### src/rtl/memory_controller.sv
// Memory controller between the CPU memory port and a synchronous 2^17 x 32 RAM.
// Handles reads, full-word writes and byte-lane partial writes via read-modify-write.
module memory_controller #(
  parameter int READ_LATENCY = 1
) (
  input  logic          clock,
  input  logic          reset,
  input  logic          cpu_req,
  input  logic          cpu_we,
  input  logic [15:31]  cpu_addr,
  input  logic [0:31]   cpu_wdata,
  input  logic [0:3]    cpu_byte_en,
  output logic          cpu_ack,
  output logic [0:31]   cpu_rdata,
  output logic          busy,
  output logic          mem_en,
  output logic          mem_we,
  output logic [15:31]  mem_addr,
  output logic [0:31]   mem_wdata,
  input  logic [0:31]   mem_rdata
);

  typedef enum logic [2:0] {
    IDLE,
    READ_WAIT,
    RMW_WAIT,
    RMW_WRITE,
    DONE
  } state_t;

  localparam logic [2:0] LAT = 3'(READ_LATENCY);

  state_t       state;
  logic [15:31] addr;
  logic [0:31]  wdata;
  logic [0:3]   byte_en;
  logic         we;
  logic [2:0]   count;
  logic [0:31]  merged;

  // Byte lane i covers bits [8i:8i+7]; enabled lanes take the latched write data.
  always_comb begin
    merged = mem_rdata;
    for (int i = 0; i < 4; i++) begin
      if (byte_en[i]) merged[8*i +: 8] = wdata[8*i +: 8];
    end
  end

  always_ff @(posedge clock or negedge reset) begin
    if (!reset) begin
      state     <= IDLE;
      addr      <= '0;
      wdata     <= '0;
      byte_en   <= '0;
      we        <= 1'b0;
      count     <= '0;
      cpu_ack   <= 1'b0;
      cpu_rdata <= '0;
      busy      <= 1'b0;
      mem_en    <= 1'b0;
      mem_we    <= 1'b0;
      mem_addr  <= '0;
      mem_wdata <= '0;
    end else begin
      cpu_ack <= 1'b0;
      mem_en  <= 1'b0;
      mem_we  <= 1'b0;
      case (state)
        IDLE: begin
          if (cpu_req) begin
            addr     <= cpu_addr;
            wdata    <= cpu_wdata;
            byte_en  <= cpu_byte_en;
            we       <= cpu_we;
            count    <= '0;
            busy     <= 1'b1;
            mem_en   <= 1'b1;
            mem_addr <= cpu_addr;
            if (cpu_we && cpu_byte_en == 4'b1111) begin
              mem_we    <= 1'b1;
              mem_wdata <= cpu_wdata;
              state     <= DONE;
            end else if (cpu_we && cpu_byte_en != 4'b0000) begin
              state <= RMW_WAIT;
            end else begin
              // An empty-mask write becomes a dummy read that never touches cpu_rdata.
              state <= READ_WAIT;
            end
          end
        end
        READ_WAIT: begin
          if (count == LAT) begin
            if (!we) cpu_rdata <= mem_rdata;
            cpu_ack <= 1'b1;
            busy    <= 1'b0;
            state   <= IDLE;
          end else begin
            count <= count + 3'd1;
          end
        end
        RMW_WAIT: begin
          if (count == LAT) begin
            mem_en    <= 1'b1;
            mem_we    <= 1'b1;
            mem_addr  <= addr;
            mem_wdata <= merged;
            state     <= RMW_WRITE;
          end else begin
            count <= count + 3'd1;
          end
        end
        RMW_WRITE, DONE: begin
          cpu_ack <= 1'b1;
          busy    <= 1'b0;
          state   <= IDLE;
        end
        default: state <= IDLE;
      endcase
    end
  end

endmodule

### config.mk
export PLATFORM = sky130hd
export DESIGN_NAME = memory_controller
export DESIGN_NICKNAME = d
export VERILOG_FILES = /design/src/rtl/memory_controller.sv
export SDC_FILE = /design/constraint.sdc
export NUM_CORES = 1
export LEC_CHECK = 0
export BUFFER_PORTS_ARGS = -buffer_cell sky130_fd_sc_hd__buf_2
export CAP_MARGIN = 25
export CORE_ASPECT_RATIO = 0.7
export CORE_MARGIN = 1.5
export CORE_UTILIZATION = 48
export CTS_CLUSTER_DIAMETER = 200
export DETAILED_ROUTE_END_ITERATION = 10
export PLACE_DENSITY = 0.83
export SKIP_CTS_REPAIR_TIMING = 1
export SLEW_MARGIN = 20
export SYNTH_ARGS = -nofsm -noshare
export SYNTH_HDL_FRONTEND = slang
export SYNTH_SLANG_ARGS = --single-unit
### constraint.sdc
create_clock -name clock -period 1.72 [get_ports clock]
set_input_delay 0.172 -clock clock [delete_from_list [all_inputs] [get_ports clock]]
set_output_delay 0.172 -clock clock [all_outputs]
set_load 0.05 [all_outputs]
## After elaboration in Yosys (flattened, before gate mapping)

Index checks and enable logic that the tools add are counted.

- Flip-flop bits (word level): 145
- Input port bits: 89
- Output and inout bits: 85
- Word-level logic and storage cells: 72

- Add/sub/neg operators: 1
- Equality and inequality tests: 11
- Multiplexer cells: 30
- Bitwise gates (word level): 1
- Reduce and logical (&&, ||, !) cells: 16

Operators with widths:

| cell | count |
|---|---|
| $mux 32 | 3 |
| $pmux 32 s2 | 1 |
| $mux 17 | 2 |
| $pmux 17 s2 | 1 |
| $mux 8 | 4 |
| $mux 3 | 6 |
| $reduce_and 3->1 | 5 |
| $ne 2x2->1 const B | 5 |
| $pmux 3 s3 | 1 |
| $eq 3x1->1 const B | 2 |
| $eq 3x2->1 const B | 2 |
| $mux 1 | 6 |
| $pmux 1 s2 | 3 |
| $pmux 3 s2 | 1 |
| $eq 4x4->1 const B | 1 |
| $reduce_and 4->1 | 1 |
| $reduce_bool 2->1 | 2 |
| $reduce_bool 4->1 | 1 |
| $reduce_or 2->1 | 2 |
| $add 3x1->3 const B | 1 |
| $eq 3x3->1 const B | 1 |
| $logic_not 3->1 | 1 |
| $pmux 1 s3 | 1 |
| $reduce_bool 3->1 | 1 |
| 4 further kinds | 5 |

## Depth between registers and ports, before layout

- Depth after elaboration: 6
- Depth in mapped cells: 7
- Mapped depth without buffers: 6

## Worst setup path after synthesis

OpenSTA, ideal clock, no wires.

- Path type: register to register
- Start: register count[0]
- End: register cpu_rdata[10] (netlist name)
- Setup time: 0.125 ns
- Arrival time: 1.595 ns
- Data required time: 1.595 ns
- Slack: 0.000 ns
- Cell stages (with the launch flop): 6
- Path buffers: 1
- Clock period less this slack: 1.720 ns
- Cell sequence: dfrtp_1 ha_1 nor2b_1 nand3_1 buf_2 mux2_2

- Word-level cells in the longest chain between the ends: 2

RTL lines:

| element | line | RTL |
|---|---|---|
| start: declaration | 38 | `logic [2:0] count;` |
| start signal: assignment | 98 | `count <= count + 3'd1;` |
| start signal: assignment | 109 | `count <= count + 3'd1;` |
| $eq 3x1->1 | 92 | `if (count == LAT) begin` |
| $reduce_and 3->1 (no line) | n/a |  |
| end signal: assignment | 93 | `if (!we) cpu_rdata <= mem_rdata;` |
| end: declaration | 14 | `output logic [0:31] cpu_rdata,` |

No other way between the ends.
A chain may end at the register's enable or synchronous reset.

## Final worst setup path

- Start: register state[1]
- End: register mem_wdata[5] (netlist name)

- Word-level cells in the longest chain between the ends: 3
- Elaborated cells on any way between the ends: 8
- Those cells by class: 4 x eq/ne; 1 x mux; 3 x reduce/logical

RTL lines:

| element | line | RTL |
|---|---|---|
| start: declaration | 33 | `state_t state;` |
| start signal: assignment | 51 | `state <= IDLE;` |
| start signal: assignment | 82 | `state <= DONE;` |
| start signal: assignment | 84 | `state <= RMW_WAIT;` |
| $eq 3x2->1 or $logic_not 3->1 (tied branches) | 68 | `case (state)` |
| $ne 2x2->1 (no line) or $reduce_bool 2->1 (tied branches) | n/a |  |
| $reduce_and 4->1 (no line) | n/a |  |
| end signal: assignment | 81 | `mem_wdata <= cpu_wdata;` |
| end signal: assignment | 106 | `mem_wdata <= merged;` |
| end: declaration | 19 | `output logic [0:31] mem_wdata,` |

Parallel ways exist; a longest one is shown, timed or not.

==> metrics.yaml <==
worst_setup_path:
  path_class: "flop to flop"
  slowest_stage: "dfrtp_2"
  worstSetupStartpointType: "flop"
  cp.required_ns: 2.04
  max_stage_delay_ns: 0.45
  cp.arrival_ns: 1.98
  reg2reg_depth: 5
  r2r-start: "state[1]"
  r2r-end: "mem_wdata[5]"
  reg2reg_setup_slack_ns: 0.06
  end_kind: "flop"
  path_cells: "nor4b_4, and3_4, a21o_4, buf_12, mux2i_2"
  crit_fanout: 15
global_route:
  grt_pass1_vias: 4835
  gr-usage-all-layers_pct: 21.9
  overflow: 0
  grt_pass1_wl_um: 23900
  grt_max_degree: 48
  antenna_found_initial: 0
outcome:
  outcome: "complete, no violations"
yosys:
  synth_ff_type: "dfrtp_1"
  synth_common_cells: "dfrtp_1 (145), mux2_2 (86), mux2i_1 (81)"
  synth_compound_area_share_pct: 5.63
  synthMuxAreaShare_pct: 27.5
  synth.yosys.seq_area_share_pct: 56.1
  synth-xor-area-share_pct: 0.135
  synth_area_leaders: "dfrtp_1 (56%), mux2_2 (15%), mux2i_1 (13%), o21ai_0 (4.2%), nand2_1 (3.0%)"
  yosysWarningCount: 0
  async_flop_share_pct: 100
  synth_top_family_by_area: "multiplexers"
  syn_area_per_cell_um2: 12.5
  yosysMostFrequentCell: "dfrtp_1"
  yosysTopAreaCellShare_pct: 56.1
  synth_largest_area_cell: "dfrtp_1"
  synth_area_mm2: 0.00647
  netlist_instances: 517
  synthSimpleGateAreaFrac_pct: 4.93
  synthAdderAreaFrac_pct: 0.387
  synth_cell_types: 35
  ys_seq_elements: 145
  synth_edf_count: 0
  syn_nets: 608
route:
  initialDrtViolationCount: 206
  vias: 4594
  via_per_inst: 5.16
  dr_wl_met3_um: 858
  wl_um: 15000
  drcViolationCount: 0
  met1_length_um: 6630
  post_drt_wl_per_cell_um: 16.8
  top_layer: "met4"
  routed-wl-met2_um: 7360
  postRouteAntennaNets: 0
  first_pass_iters: 4
placement:
  place_ws_ns: -0.00552
  port-buffer-count: 173
  finalWeightedCongestion: 0.895
  placed_cell_area_mm2: 0.00768
  place_hpwl_um: 10700
timing:
  finalCritPeriodShare_pct: 96.5
  rsz0062_at_grt: "true"
  min_period_ns: 1.66
  setup_tns_ns: 0
  setup_viol_count_final: 0
  final_hold_viol_count: 0
  fin_skew_ns: 0.0126
  fmax_mhz: 603
  finalWorstSetupSlack_ns: 0.0603
  worst_slew_pin_slew_ns: 0.541
  max_slew_margin_pct: 63.9
  maxSlewViolCount: 0
clock_network:
  clock_path_buffers: 2
  cts-root-buf: "clkbuf_16"
  clk_latency_ns: 0.41
  cts.clk_slew.worst_paths_ns: 0.06
  cts_tree: "done"
  clock_sinks: 145
  cts_htree_levels: 4
  cts-buffers-inserted: 17
cells_and_area:
  num_antenna_cells: 0
  areaGrowthSynthToFinish_pct: 30.7
  drive_above_1_share_pct: 45.1
  final_area_mm2: 0.00846
  final_nets: 804
worst_hold_path:
  hp-start: "mem_rdata[15]"
  holdPathStages: 2
  hold_class: "input pin to flop"
  worstHoldEndpoint: "cpu_rdata[15]"
power_and_ir_drop:
  p_int_w: 0.0105
  ir_drop_v: 0.00122
  p_seq_share_pct: 33.3
  power.density_mw_per_mm2: 2210
  combPwrFrac_pct: 46.8
  swShare_pct: 43.9
  power_w: 0.0187
  p_leak_nw: 4.00
  clkPwrFrac_pct: 19.9
  power.switching_w: 0.00820
floorplanning:
  dieArea_mm2: 0.0142
  io_pins: 174
  start_util_pct: 49.2
  dieWidth_um: 142
  fp.dieH_um: 100
  rows: 35
  core_mm2: 0.0131
run:
  drv_cap: 0
layer usage:
metal / GRT usage (%) / vias up
li1: - / 2183
met1: 27.7 / 2263
met2: 36.7 / 138
met3: 6.20 / 10
met4: 7.45 / 0
met5: 0 / -
flip-flops by register name, summed over array words and instances (netlist names):
name / cells
cpu_rdata: 32
mem_wdata: 32
wdata: 32
addr: 17
mem_addr: 17
byte_en: 4
count: 3
state: 3
busy: 1
cpu_ack: 1
mem_en: 1
mem_we: 1
we: 1
power groups by stage:
| stage | sequential (W) | combinational (W) | clock, W |
|---|---|---|---|
| floorplan | 0.00924 | 0.00332 | 0 |
| global placement | 0.00614 | 0.00839 | 0 |
| detailed placement | 0.00624 | 0.00869 | 0 |
| global route | 0.00644 | 0.00930 | 0.00395 |
| finish | 0.00622 | 0.00875 | 0.00373 |
| CTS | 0.00622 | 0.00871 | 0.00382 |
layout make-up:
class | instances | area (µm²)
Fill cell | 1034 | 4680
Sequential cell | 145 | 3630
Multi-Input combinational cell | 305 | 2550
Timing Repair Buffer | 209 | 1340
Clock buffer | 18 | 439
Tap cell | 166 | 208
Clock inverter | 13 | 160
Inverter | 35 | 131
worst max-delay path, delay by kind of cell (launching register included):
kind                   cells  cell delay, ns
AOI/OAI and AO/OA          1            0.14
buffers and inverters      1            0.18
DFF                        1            0.45
and+or+nand+nor            2            0.57
muxes                      1            0.22
cell families after synthesis:
kind of cell               after synthesis
muxes                                  167
and+or+nand+nor                         69
AOI/OAI and AO/OA                       66
adders and majority gates                2
DFF                                    145
buffers and inverters                   67
xor gates and xnor gates                 1
stage by stage:
step | util [%] | hold slack [ns] | cells
final | 64.4 | 0.0102 | 891
after CTS | 63.0 | -0.314 | 878
after global placement | 58.4 | 0.129 | 847
after global routing | 64.4 | -0.0000121 | 891
after detailed placement | 58.4 | 0.134 | 847
after floorplan | - | -0.124 | 517
cells in the final DEF, fill, tap and decap left out, types with 3 or more instances in the layout:
cell type,n
mux2i_1,80
o21ai_0,52
buf_12,12
inv_1,35
buf_2,172
mux2_2,86
clkinv_2,4
bufinv_16,3
nand2_1,52
buf_4,11
dfrtp_1,143
nor2_1,3
clkbuf_16,18
dlygate4sd3_1,11
worst max path at each step:
stage	start	end	slack [ns]	cells after the start
2_1_floorplan	count[0]	mem_addr[16]	0.03	5
3_3_place_gp	count[1]	cpu_rdata[3]	0.09	6
3_5_place_dp	count[1]	cpu_rdata[30]	-0.006	6
4_1_cts	count[1]	cpu_rdata[31]	-0.01	6
5_1_grt	state[1]	mem_wdata[28]	-0.02	5
6_report	state[1]	mem_wdata[5]	0.06	5
Power figures use the tool's default switching activity.
